### src/rtl/vga_pkg.sv
// ============================================================================
//  Module      : vga_pkg
//  Description : Shared 640x480@60 VGA timing constants, bus widths and
//                colour constants for the VGA output block.
//  Revision    : 1.0 - initial release
// ============================================================================
`default_nettype none

package vga_pkg;

   // Bus widths
   localparam int COLOR_W = 6;
   localparam int COORD_W = 10;

   // 640x480@60 horizontal timing (pixels)
   localparam int VGA_H_ACTIVE = 640;
   localparam int VGA_H_FP     = 16;
   localparam int VGA_H_SYNC   = 96;
   localparam int VGA_H_BP     = 48;

   // 640x480@60 vertical timing (lines)
   localparam int VGA_V_ACTIVE = 480;
   localparam int VGA_V_FP     = 10;
   localparam int VGA_V_SYNC   = 2;
   localparam int VGA_V_BP     = 33;

   // Colour driven whenever the beam is outside the visible area
   localparam logic [COLOR_W-1:0] BLACK = '0;

endpackage : vga_pkg

`default_nettype wire

### src/rtl/vga_axis_counter.sv
// ============================================================================
//  Module      : vga_axis_counter
//  Description : One raster axis. Counts 0..TOTAL-1 when enabled, flags the
//                wrap cycle and decodes the active-low sync window
//                SYNC_START <= cnt < SYNC_END combinationally.
//  Revision    : 1.0 - initial release
// ============================================================================
`default_nettype none

module vga_axis_counter #(
   parameter int TOTAL      = 800,
   parameter int SYNC_START = 656,
   parameter int SYNC_END   = 752,
   parameter int W          = 10
) (
   input  logic         clk,
   input  logic         reset_n,
   input  logic         en_i,
   output logic [W-1:0] cnt_o,
   output logic         wrap_o,
   output logic         sync_n_o
);

   localparam logic [W-1:0] LAST_C  = W'(TOTAL - 1);
   localparam logic [W-1:0] SYNC_LO = W'(SYNC_START);
   localparam logic [W-1:0] SYNC_HI = W'(SYNC_END);

   logic [W-1:0] cnt_q;
   logic [W-1:0] cnt_d;

   // Wrap happens on the enabled cycle that sits on the last count
   assign wrap_o = en_i && (cnt_q == LAST_C);

   // Next count: hold, step, or return to zero on wrap
   always_comb begin
      cnt_d = cnt_q;
      if (en_i) begin
         cnt_d = (cnt_q == LAST_C) ? '0 : cnt_q + 1'b1;
      end
   end

   // Counter register, restarts at zero on reset
   always_ff @(posedge clk or negedge reset_n) begin
      if (!reset_n) begin
         cnt_q <= '0;
      end else begin
         cnt_q <= cnt_d;
      end
   end

   assign cnt_o    = cnt_q;
   assign sync_n_o = !((cnt_q >= SYNC_LO) && (cnt_q < SYNC_HI));

endmodule : vga_axis_counter

`default_nettype wire

### src/rtl/vga_timing_out.sv
// ============================================================================
//  Module      : vga_timing_out
//  Description : 640x480@60 VGA raster timing generator and output stage.
//                Drives pixel coordinates to the pattern generator, takes its
//                colour back, blanks it outside the visible area and
//                registers it onto the VGA pins together with the syncs.
//                Build option VGA_SYNC_ALIGN_EN registers hsync/vsync in the
//                colour stage so sync and colour share a 1-clk latency;
//                otherwise syncs are driven straight from the counters.
//  Revision    : 1.0 - initial release
// ============================================================================
`default_nettype none

module vga_timing_out
   import vga_pkg::*;
#(
   parameter int H_ACTIVE = VGA_H_ACTIVE,
   parameter int H_FP     = VGA_H_FP,
   parameter int H_SYNC   = VGA_H_SYNC,
   parameter int H_BP     = VGA_H_BP,
   parameter int V_ACTIVE = VGA_V_ACTIVE,
   parameter int V_FP     = VGA_V_FP,
   parameter int V_SYNC   = VGA_V_SYNC,
   parameter int V_BP     = VGA_V_BP,
   parameter int PIX_DIV  = 1
) (
   input  logic               clk,
   input  logic               reset_n,
   output logic [COORD_W-1:0] colPos,
   output logic [COORD_W-1:0] rowPos,
   output logic               pix_tick,
   output logic               line_start,
   output logic               frame_start,
   output logic               active,
   input  logic [COLOR_W-1:0] color,
   input  logic               display_enable,
   output logic [COLOR_W-1:0] vga_rgb,
   output logic               hsync,
   output logic               vsync
);

   localparam int H_TOTAL = H_ACTIVE + H_FP + H_SYNC + H_BP;
   localparam int V_TOTAL = V_ACTIVE + V_FP + V_SYNC + V_BP;

   logic               h_wrap;
   logic               v_wrap;
   logic               hs_raw;
   logic               vs_raw;
   logic [COLOR_W-1:0] rgb_q;
   logic [COLOR_W-1:0] rgb_d;

   // Pixel-rate divider; with PIX_DIV=1 every clk is a pixel
   generate
      if (PIX_DIV == 1) begin : g_div_bypass
         assign pix_tick = 1'b1;
      end else begin : g_div
         localparam int DIV_W = $clog2(PIX_DIV);
         localparam logic [DIV_W-1:0] DIV_LAST = DIV_W'(PIX_DIV - 1);

         logic [DIV_W-1:0] div_cnt_q;
         logic [DIV_W-1:0] div_cnt_d;

         // Next divider count, wrapping on the pixel boundary
         always_comb begin
            div_cnt_d = (div_cnt_q == DIV_LAST) ? '0 : div_cnt_q + 1'b1;
         end

         // Divider register
         always_ff @(posedge clk or negedge reset_n) begin
            if (!reset_n) begin
               div_cnt_q <= '0;
            end else begin
               div_cnt_q <= div_cnt_d;
            end
         end

         assign pix_tick = (div_cnt_q == DIV_LAST);
      end
   endgenerate

   vga_axis_counter #(
      .TOTAL      (H_TOTAL),
      .SYNC_START (H_ACTIVE + H_FP),
      .SYNC_END   (H_ACTIVE + H_FP + H_SYNC),
      .W          (COORD_W)
   ) u_h_axis (
      .clk      (clk),
      .reset_n  (reset_n),
      .en_i     (pix_tick),
      .cnt_o    (colPos),
      .wrap_o   (h_wrap),
      .sync_n_o (hs_raw)
   );

   // The vertical axis steps once per completed line
   vga_axis_counter #(
      .TOTAL      (V_TOTAL),
      .SYNC_START (V_ACTIVE + V_FP),
      .SYNC_END   (V_ACTIVE + V_FP + V_SYNC),
      .W          (COORD_W)
   ) u_v_axis (
      .clk      (clk),
      .reset_n  (reset_n),
      .en_i     (h_wrap),
      .cnt_o    (rowPos),
      .wrap_o   (v_wrap),
      .sync_n_o (vs_raw)
   );

   assign line_start  = h_wrap;
   assign frame_start = v_wrap;
   assign active      = (colPos < COORD_W'(H_ACTIVE)) && (rowPos < COORD_W'(V_ACTIVE));

   // Blank the generator's colour outside the visible area or when disabled
   always_comb begin
      rgb_d = (active && display_enable) ? color : BLACK;
   end

   // Colour output stage, one clk behind the coordinates
   always_ff @(posedge clk or negedge reset_n) begin
      if (!reset_n) begin
         rgb_q <= BLACK;
      end else begin
         rgb_q <= rgb_d;
      end
   end

   assign vga_rgb = rgb_q;

`ifdef VGA_SYNC_ALIGN_EN
   logic hsync_q;
   logic vsync_q;

   // Syncs registered alongside colour so both leave on the same edge
   always_ff @(posedge clk or negedge reset_n) begin
      if (!reset_n) begin
         hsync_q <= 1'b1;
         vsync_q <= 1'b1;
      end else begin
         hsync_q <= hs_raw;
         vsync_q <= vs_raw;
      end
   end

   assign hsync = hsync_q;
   assign vsync = vsync_q;
`else
   // Syncs taken straight from the counter decode; they lead colour by 1 clk
   assign hsync = hs_raw;
   assign vsync = vs_raw;
`endif

endmodule : vga_timing_out

`default_nettype wire

### config.mk
export PLATFORM = sky130hd
export DESIGN_NAME = vga_timing_out
export DESIGN_NICKNAME = d
export VERILOG_FILES = /design/src/rtl/vga_pkg.sv /design/src/rtl/vga_axis_counter.sv /design/src/rtl/vga_timing_out.sv
export SDC_FILE = /design/constraint.sdc
export NUM_CORES = 1
export LEC_CHECK = 0
export CAP_MARGIN = 10
export CELL_PAD_IN_SITES_DETAIL_PLACEMENT = 2
export CELL_PAD_IN_SITES_GLOBAL_PLACEMENT = 2
export CORE_ASPECT_RATIO = 1.5
export CORE_MARGIN = 2
export CORE_UTILIZATION = 27
export CTS_CLUSTER_DIAMETER = 120
export DETAILED_ROUTE_END_ITERATION = 10
export GPL_TIMING_DRIVEN = 0
export PLACE_DENSITY_LB_ADDON = 0.05
export REMOVE_ABC_BUFFERS = 1
export SLEW_MARGIN = 20
export SYNTH_ARGS = -nofsm -noshare
export SYNTH_HDL_FRONTEND = slang
export SYNTH_SLANG_ARGS = --single-unit
### constraint.sdc
create_clock -name clk -period 2.4 [get_ports clk]
set_input_delay 0.48 -clock clk [delete_from_list [all_inputs] [get_ports clk]]
set_output_delay 0.48 -clock clk [all_outputs]
set_load 0.005 [all_outputs]
**Word level (Yosys, flattened, before mapping)**

Index checks and enable logic that the tools add are counted.

- Flip-flop bits (word level): 26
- Input port bits: 9
- Output and inout bits: 32
- Logic and storage cells: 23

- $add $sub $neg: 2
- Magnitude comparators: 6
- Multiplexer cells: 3
- Reduce and logical (&&, ||, !) cells: 7
- Eq/ne operators: 2

Operators with widths:

| operator | number |
|---|---|
| $add 10x1->10 const B | 2 |
| $eq 10x10->1 const B | 2 |
| $lt 10x10->1 const B | 2 |
| $lt 10x9->1 const B | 2 |
| $mux 10 | 2 |
| $ge 10x10->1 const B | 1 |
| $ge 10x9->1 const B | 1 |
| $mux 6 | 1 |
| $logic_and 1x1->1 | 5 |
| $logic_not 1->1 | 2 |

**Depth between registers and ports, before layout**

- Word-level depth: 4
- Mapped depth: 8
- Mapped depth without buffers: 6

**Modules after synthesis**

From an unflattened synthesis, not the netlist that was laid out.

- Cells, all modules: 138
- Area total of the unflattened synthesis: 1377.6 sq um

Modules (own cells, without submodules):

| module | instances | cells an instance | sequential area each (sq um) | area each (sq um) |
|---|---|---|---|---|
| vga_axis_counter at u_h_axis | 1 | 59 | 250.2 | 581.8 |
| vga_axis_counter at u_v_axis | 1 | 56 | 250.2 | 560.5 |
| vga_timing_out | 1 | 23 | 150.1 | 235.2 |

**Least setup slack after synthesis**

OpenSTA, ideal clock, no wires.

- Path type: flip-flop to output port
- From: register u_h_axis.cnt_q[0], in the netlist u_h_axis.cnt_o[0]
- To: output port frame_start
- Buffers on the path: 1
- Stages on the path, launching flop included: 6
- Data required time: 1.920 ns
- Setup slack: 0.634 ns
- Data arrival time: 1.286 ns
- Path through: dfrtp_1 ha_1 and4_1 buf_4 nand3_4 nor2_1

- Word-level cells in the longest chain between the ends: 2

RTL lines:

| element | RTL line | text |
|---|---|---|
| start, declared | vga_axis_counter.sv:28 | `logic [W-1:0] cnt_q;` |
| start signal, assigned | vga_axis_counter.sv:47 | `cnt_q <= cnt_d;` |
| $eq 10x10->1 | vga_axis_counter.sv:32 | `assign wrap_o = en_i && (cnt_q == LAST_C);` |
| $logic_and 1x1->1 | vga_axis_counter.sv:32 |  |
| end, declared | vga_timing_out.sv:33 | `output logic frame_start,` |

No other way between the ends.

**Worst setup path after layout**

- From: register u_v_axis.cnt_q[2], in the netlist u_v_axis.cnt_o[2]
- To: output port vsync

- Word-level cells in the longest chain between the ends: 3
- Elaborated cells on any way between the ends: 4
- Classes of those cells: order compare (2); reduce/logical (2)

RTL lines:

| element | RTL line | text |
|---|---|---|
| start, declared | vga_axis_counter.sv:28 |  |
| start signal, assigned | vga_axis_counter.sv:47 |  |
| $ge 10x9->1 or $lt 10x9->1 (tied branches) | vga_axis_counter.sv:52 | `assign sync_n_o = !((cnt_q >= SYNC_LO) && (cnt_q < SYNC_HI));` |
| $logic_and 1x1->1 * | vga_axis_counter.sv:52 |  |
| $logic_not 1->1 * | vga_axis_counter.sv:52 |  |
| end, declared | vga_timing_out.sv:39 | `output logic vsync` |

Every way passes the cells marked *; elsewhere a longest branch is shown, timed or not.

==> flow_summary.toml <==
[clock_network]
cts_inserted_buffers = 3
clock_latency_ns = 0.27
postCtsHoldBufs = 0
htree_levels = 1
clkTransAtPathRegs_ns = 0.10
root_buffer = "clkbuf_8"
clock-sinks = 26
cts_tree = "yes"
cts.path.max_buffers = 2

[global_route]
grt_start_max_net_pins = 27
grt_pass1_wl_mm = 6.53
overflow = 0
grt_usage_pct = 16.5
grt_antenna_before_repair = 0
grt_pass1_vias = 1296

[logic_synthesis]
netlist_top_cells_area = "dfrtp_1 51%, xor2_1 5.5%, and3_1 4.9%"
synth_warnings = 0
synth-seq-area-share_pct = 50.6
synth_compound_area_share_pct = 4.67
synth_edf_count = 0
synth_cell_types = 29
synth-seq-cells = 26
syn-cell-area_um2 = 1280
yosysMostFrequentCell = "dfrtp_1"
synth-xor-area-share_pct = 8.86
synth-adder-area-share_pct = 3.89
synthCells = 125
synthSimpleGateAreaFrac_pct = 27.4
syn_avg_cell_area_um2 = 10.3
async_reset_ff_share_pct = 100
yosys.area.top_type_share_pct = 50.6
synth_top_family_by_area = "simple AND/OR/NAND/NOR gates"
yosysTopAreaCell = "dfrtp_1"
muxShareOfSynthArea_pct = 0
synth_top_cells_by_count = "26 x dfrtp_1, 11 x nor2_1, 10 x and3_1"
ys_dominant_reg_cell = "dfrtp_1"

[routing]
ant_nets = 0
route.detailed.drc = 0
wirelength_mm = 3.79
wl_met3_um = 126
via_per_inst = 4.72
vias = 1133
wl_met1_mm = 1.54
drtIter0Drc = 24
met2WireLength_mm = 2.09
firstDrtPassIters = 4
wl_per_cell_um = 15.8
dr.max_layer_used = "met4"

[cells_and_area]
diodes = 0
final_net_count = 190
drive_above_1_share_pct = 18.8
final_cell_count_no_fill = 240
syn2layout_area_growth_pct = 48.9
final_cell_area_um2 = 1910

[sta]
final.period_utilization_pct = 95.6
setup_violations = 0
period_minus_slack_ns = 2.29
rsz0062_at_grt = "false"
setup_tns_ns = 0
fin_worst_skew_ns = 0.00277
hold_viol = 0
tightest_slew_ns = 0.601
slew_headroom_pct = 60.0
fin_hold_ws_ns = 0.200
slew_violations = 0
fmax_ghz = 0.436

[worst_setup_path]
required_ns = 1.92
crit_type = "register to output port"
r2r-start = "u_h_axis.cnt_o[0]$_DFF_PN0_"
slowest_stage = "dfrtp_1"
crit_path_max_incr_delay_ns = 0.47
reg2reg_to = "u_v_axis.cnt_o[9]$_DFFE_PN0P_"
crit_fanout = 7
reg2reg_depth = 6
critPathArrivalTime_ns = 1.81
worstSetupStartpointType = "register"
rrSetupSlack_ns = 0.59
worstPathCellList = "nor2_1 > nand2_1 > or4_1 > clkdlybuf4s50_1"
end_kind = "output port"
crit_start = "u_v_axis.cnt_o[2]$_DFFE_PN0P_"

[floorplanning]
dieHeight_um = 88.5
die_area_um2 = 5340
io_pins = 41
start_util_pct = 28.3
row_count = 30
die_w_um = 60.3
core-area_um2 = 4540

[status]
run_status = "completed"

[placed_design]
placed_area_um2 = 1710
gp_congestion = 0.770
dp.final_hpwl_mm = 2.63
dp.cells = 223
io_buffers = 39

[power]
max-vdd-ir-drop_v = 0.000150
leakagePower_nw = 0.834
power_density_nw_per_um2 = 446
power_uw = 853

[run]
drv_cap = 0

[worst_hold_path]
hp-class = "primary input to asynchronous set/reset pin"
==> per-layer routing <==
layer,global-route usage (%),up-vias
met1,20.6,571
met5,0,-
li1,-,531
met4,4.24,0
met2,29.2,27
met3,2.05,4
==> layout by cell type (no fill, tap or decap), drive strengths merged, types with 2 or more instances in the layout <==
master and n:
clkdlybuf4s50 37, dfrtp 26, buf 14, and3 11, nor2 11, nand2 9, nand3 9, xor2 8
nand4 7, o21ai 6, xnor2 5, nor3 5, inv 4, ha 4, clkbuf 3, a22o 2
or4 2
==> critical path: cells and delay by family (launching register included) <==
kind | cells | cell delay, ns
simple gates | 3 | 0.61
buf+inv | 1 | 0.47
flops | 1 | 0.47
==> flip-flops by register name, summed over array words and instances (netlist names) <==
name / cells
vga_rgb: 6
u_v_axis.cnt_o: 10
u_h_axis.cnt_o: 10
==> per-stage QoR <==
stage | setup WS [ns] | utilization (%)
final | 0.106 | 42.1
after global routing | 0.00533 | 42.1
after CTS | 0.0226 | 41.5
after detailed placement | -0.300 | 37.7
after global placement | -0.269 | 37.9
after floorplan | 0.594 | -
==> power breakdown <==
| part | switching, mW | total [mW] | internal [mW] |
|---|---|---|---|
| Clock | 0.150 | 0.373 | 0.223 |
| Combinational | 0.0149 | 0.0362 | 0.0213 |
| Sequential | 0.00137 | 0.444 | 0.443 |
| Total | 0.166 | 0.853 | 0.687 |
==> cell type report <==
class | instances | area (µm²)
fill | 491 | 2630
sequential | 26 | 657
multi-input combinational | 89 | 601
timing repair buffer | 52 | 482
tap | 64 | 80.1
clock buffer | 3 | 41.3
clock inverter | 1 | 30.0
inverter | 5 | 22.5
==> cell families (layout without fill, tap and decap cells) <==
kind of cell / count (synthesis) / count (layout)
buffers and inverters: 10 / 61
AOI/OAI and AO/OA: 10 / 10
other: 1 / 1
DFF: 26 / 26
adders and majority gates: 4 / 4
xor gates and xnor gates: 13 / 13
and+or+nand+nor: 61 / 61
==> worst max path at each step <==
| stage | endpoint |
|---|---|
| floorplan | frame_start |
| global placement | frame_start |
| detailed placement | frame_start |
| CTS | vsync |
| global route | line_start |
| finish | vsync |
==> what timing repair did <==
action                                  4_1_cts  5_1_grt
setup buffers                                10        3
cloned                                        0        0
pin swaps                                     3        1
endpoints found under the setup margin        4        3
gates resized for setup                      12        4
(Power assumes the default switching activity.)
==> RTL change (same settings) <==
Change the package constant `COLOR_W` from 6 to 12.
--- a/src/rtl/vga_pkg.sv
+++ b/src/rtl/vga_pkg.sv
@@ -11,3 +11,3 @@
    // Bus widths
-   localparam int COLOR_W = 6;
+   localparam int COLOR_W = 12;
    localparam int COORD_W = 10;
Ports: changed (resized color and vga_rgb); port bits go from 41 to 53. No check against the original RTL was run, so the function may have changed too.
==> RTL change against the unedited design <==
  * Via count increased by 17%
  * Global-route usage decreased by 0.29 points
  * Sequential cell count increased by 6
  * Total power increased by 23%
  * Synthesized area increased by 15%
  * Utilization increased by 0.93 points
  * Worst setup slack got worse by 0.061 ns
  * Wire length increased by 18%
  * Cell count increased by 16%
  * Clock power increased by 14%
  * Cell area increased by 21%
  * Critical path type unchanged
==> RTL change: results (changes against the unedited design) <==
run_status:
  outcome: "complete, no violations"
setup_path:
  critPathSlowestCell: "or4_1"
  crit_path_max_incr_delay_ns: 0.53  # +0.06 ns
  startpoint: "u_v_axis.cnt_o[5]"
  critPathMaxFanout: 6  # -1
  r2r-start: "u_h_axis.cnt_o[7]"
  reg2regPathDepth: 4  # -2
final_layout:
  nets: 226  # +19%
  diodes: 0  # unchanged
  largest_reg_flops: 12
  layout-drive-gt1-share: 0.212  # +0.0240
global_route:
  grtUsageTotal: 0.162  # -0.00293
  antenna_found_initial: 0  # unchanged
  grt_pass1_vias: 1494  # +15%
  grt_pass1_wl_mm: 7.52  # +15%
  grt_start_max_net_pins: 24  # -11%
yosys:
  ys_async_sr_fraction: 1.00  # unchanged
  yosysUniqueCellTypes: 30  # +3.4%
  ys_top_cells_by_count: "dfrtp_1, and3_1, nor2_1"
  synthFlopType: "dfrtp_1"
  ys_warn_count: 0  # unchanged
  synth_area_leaders: "dfrtp_1, and3_1, xor2_1, ha_1, nand4_1"
  synth_area_leader_cell: "dfrtp_1"
  yosysSeqAreaShare: 0.541  # +0.0347
routing:
  drtIter0Drc: 26  # +8.3%
  wl_mm: 4.47  # +18%
  via_per_inst: 4.78  # +1.2%
  firstDrtPassIters: 3  # -1
cts:
  h-tree-depth: 2  # +1
  clk_latency_ns: 0.28
  numCtsBuffers: 5  # +2
  cts-root-buf: "clkbuf_8"
  clockBufferDepth: 2  # unchanged
  cts.reportedPaths.clkPinSlew_ns: 0.07  # -0.03 ns
placement:
  gp_congestion: 0.678  # -12%
  io_buffer_count: 51  # +31%
  hpwl_mm: 3.08  # +17%
pwr:
  leakage_nw: 1.04  # +24%
  switching_share: 0.216  # +0.0214
  ir_drop_uv: 250  # +67%
sta:
  fin_worst_skew_ns: 0.00516  # +0.00239 ns
hold_path:
  worstHoldPathType: "in -> async"
## RTL change: worst paths after layout
check,to,slack [ns]
setup reg to reg,u_v_axis.cnt_o[9],0.63
setup / recovery,vsync,0.04
min in group clk,u_v_axis.cnt_o[5],0.53
max in group asynchronous,u_v_axis.cnt_o[5],1.92
hold reg to reg,u_v_axis.cnt_o[5],0.53
hold / removal,u_h_axis.cnt_o[2],0.06
## RTL change: kinds of logic after synthesis
logic type | Yosys count | synth area share
fa+ha+maj | 4 | 0.0338
simple gates | 67 | 0.263
xor+xnor | 13 | 0.0769
compound gates | 10 | 0.0406
flops | 32 | 0.541
other cells | 1 | 0.00253
buf+inv | 12 | 0.0423
## RTL change: critical path: cells and delay by family, from the launching register on
| family | cells | cell delay [ns] |
|---|---|---|
| buffers and inverters | 1 | 0.48 |
| DFF | 1 | 0.41 |
| and+or+nand+nor | 2 | 0.70 |
## RTL change: cell type report
type / count / area [um2]
well taps: 70 / 87.6
flip-flops and latches: 32 / 808
clock buffers: 6 / 82.6
inverters: 5 / 22.5
fillers: 591 / 3060
multi-input cells: 95 / 657
clock inverters: 2 / 10.0
repair buffers: 68 / 643
## RTL change: what timing repair did
item	4_1_cts	5_1_grt
gates resized for setup	19	2
endpoints found under the setup margin	4	2
pin swaps	4	2
setup buffers	9	7
## RTL change: metal layers
metal	vias to the layer above	GRT usage	share of wire
met4	0	0.0532	0.013
met5	-	0	0
met2	35	0.301	0.56
met3	6	0.0429	0.045
li1	611	-	-
met1	676	0.175	0.38
## RTL change: power groups by stage
stage | combinational [mW] | sequential, mW | clock, mW
after floorplan | 0.00700 | 0.564 | 0
after global placement | 0.0657 | 0.562 | 0
after detailed placement | 0.0708 | 0.563 | 0
after CTS | 0.0711 | 0.552 | 0.446
after global routing | 0.0756 | 0.553 | 0.471
final | 0.0688 | 0.552 | 0.427
## RTL change: metrics by stage
stage / std cells / area [um2] / setup slack, ns
2_1_floorplan: 132 / 1440 / 0.594
3_3_place_gp: 253 / 2030 / -0.246
3_5_place_dp: 254 / 2050 / -0.289
4_1_cts: 271 / 2250 / 0.0107
5_1_grt: 278 / 2310 / -0.0411
6_report: 278 / 2310 / 0.0449
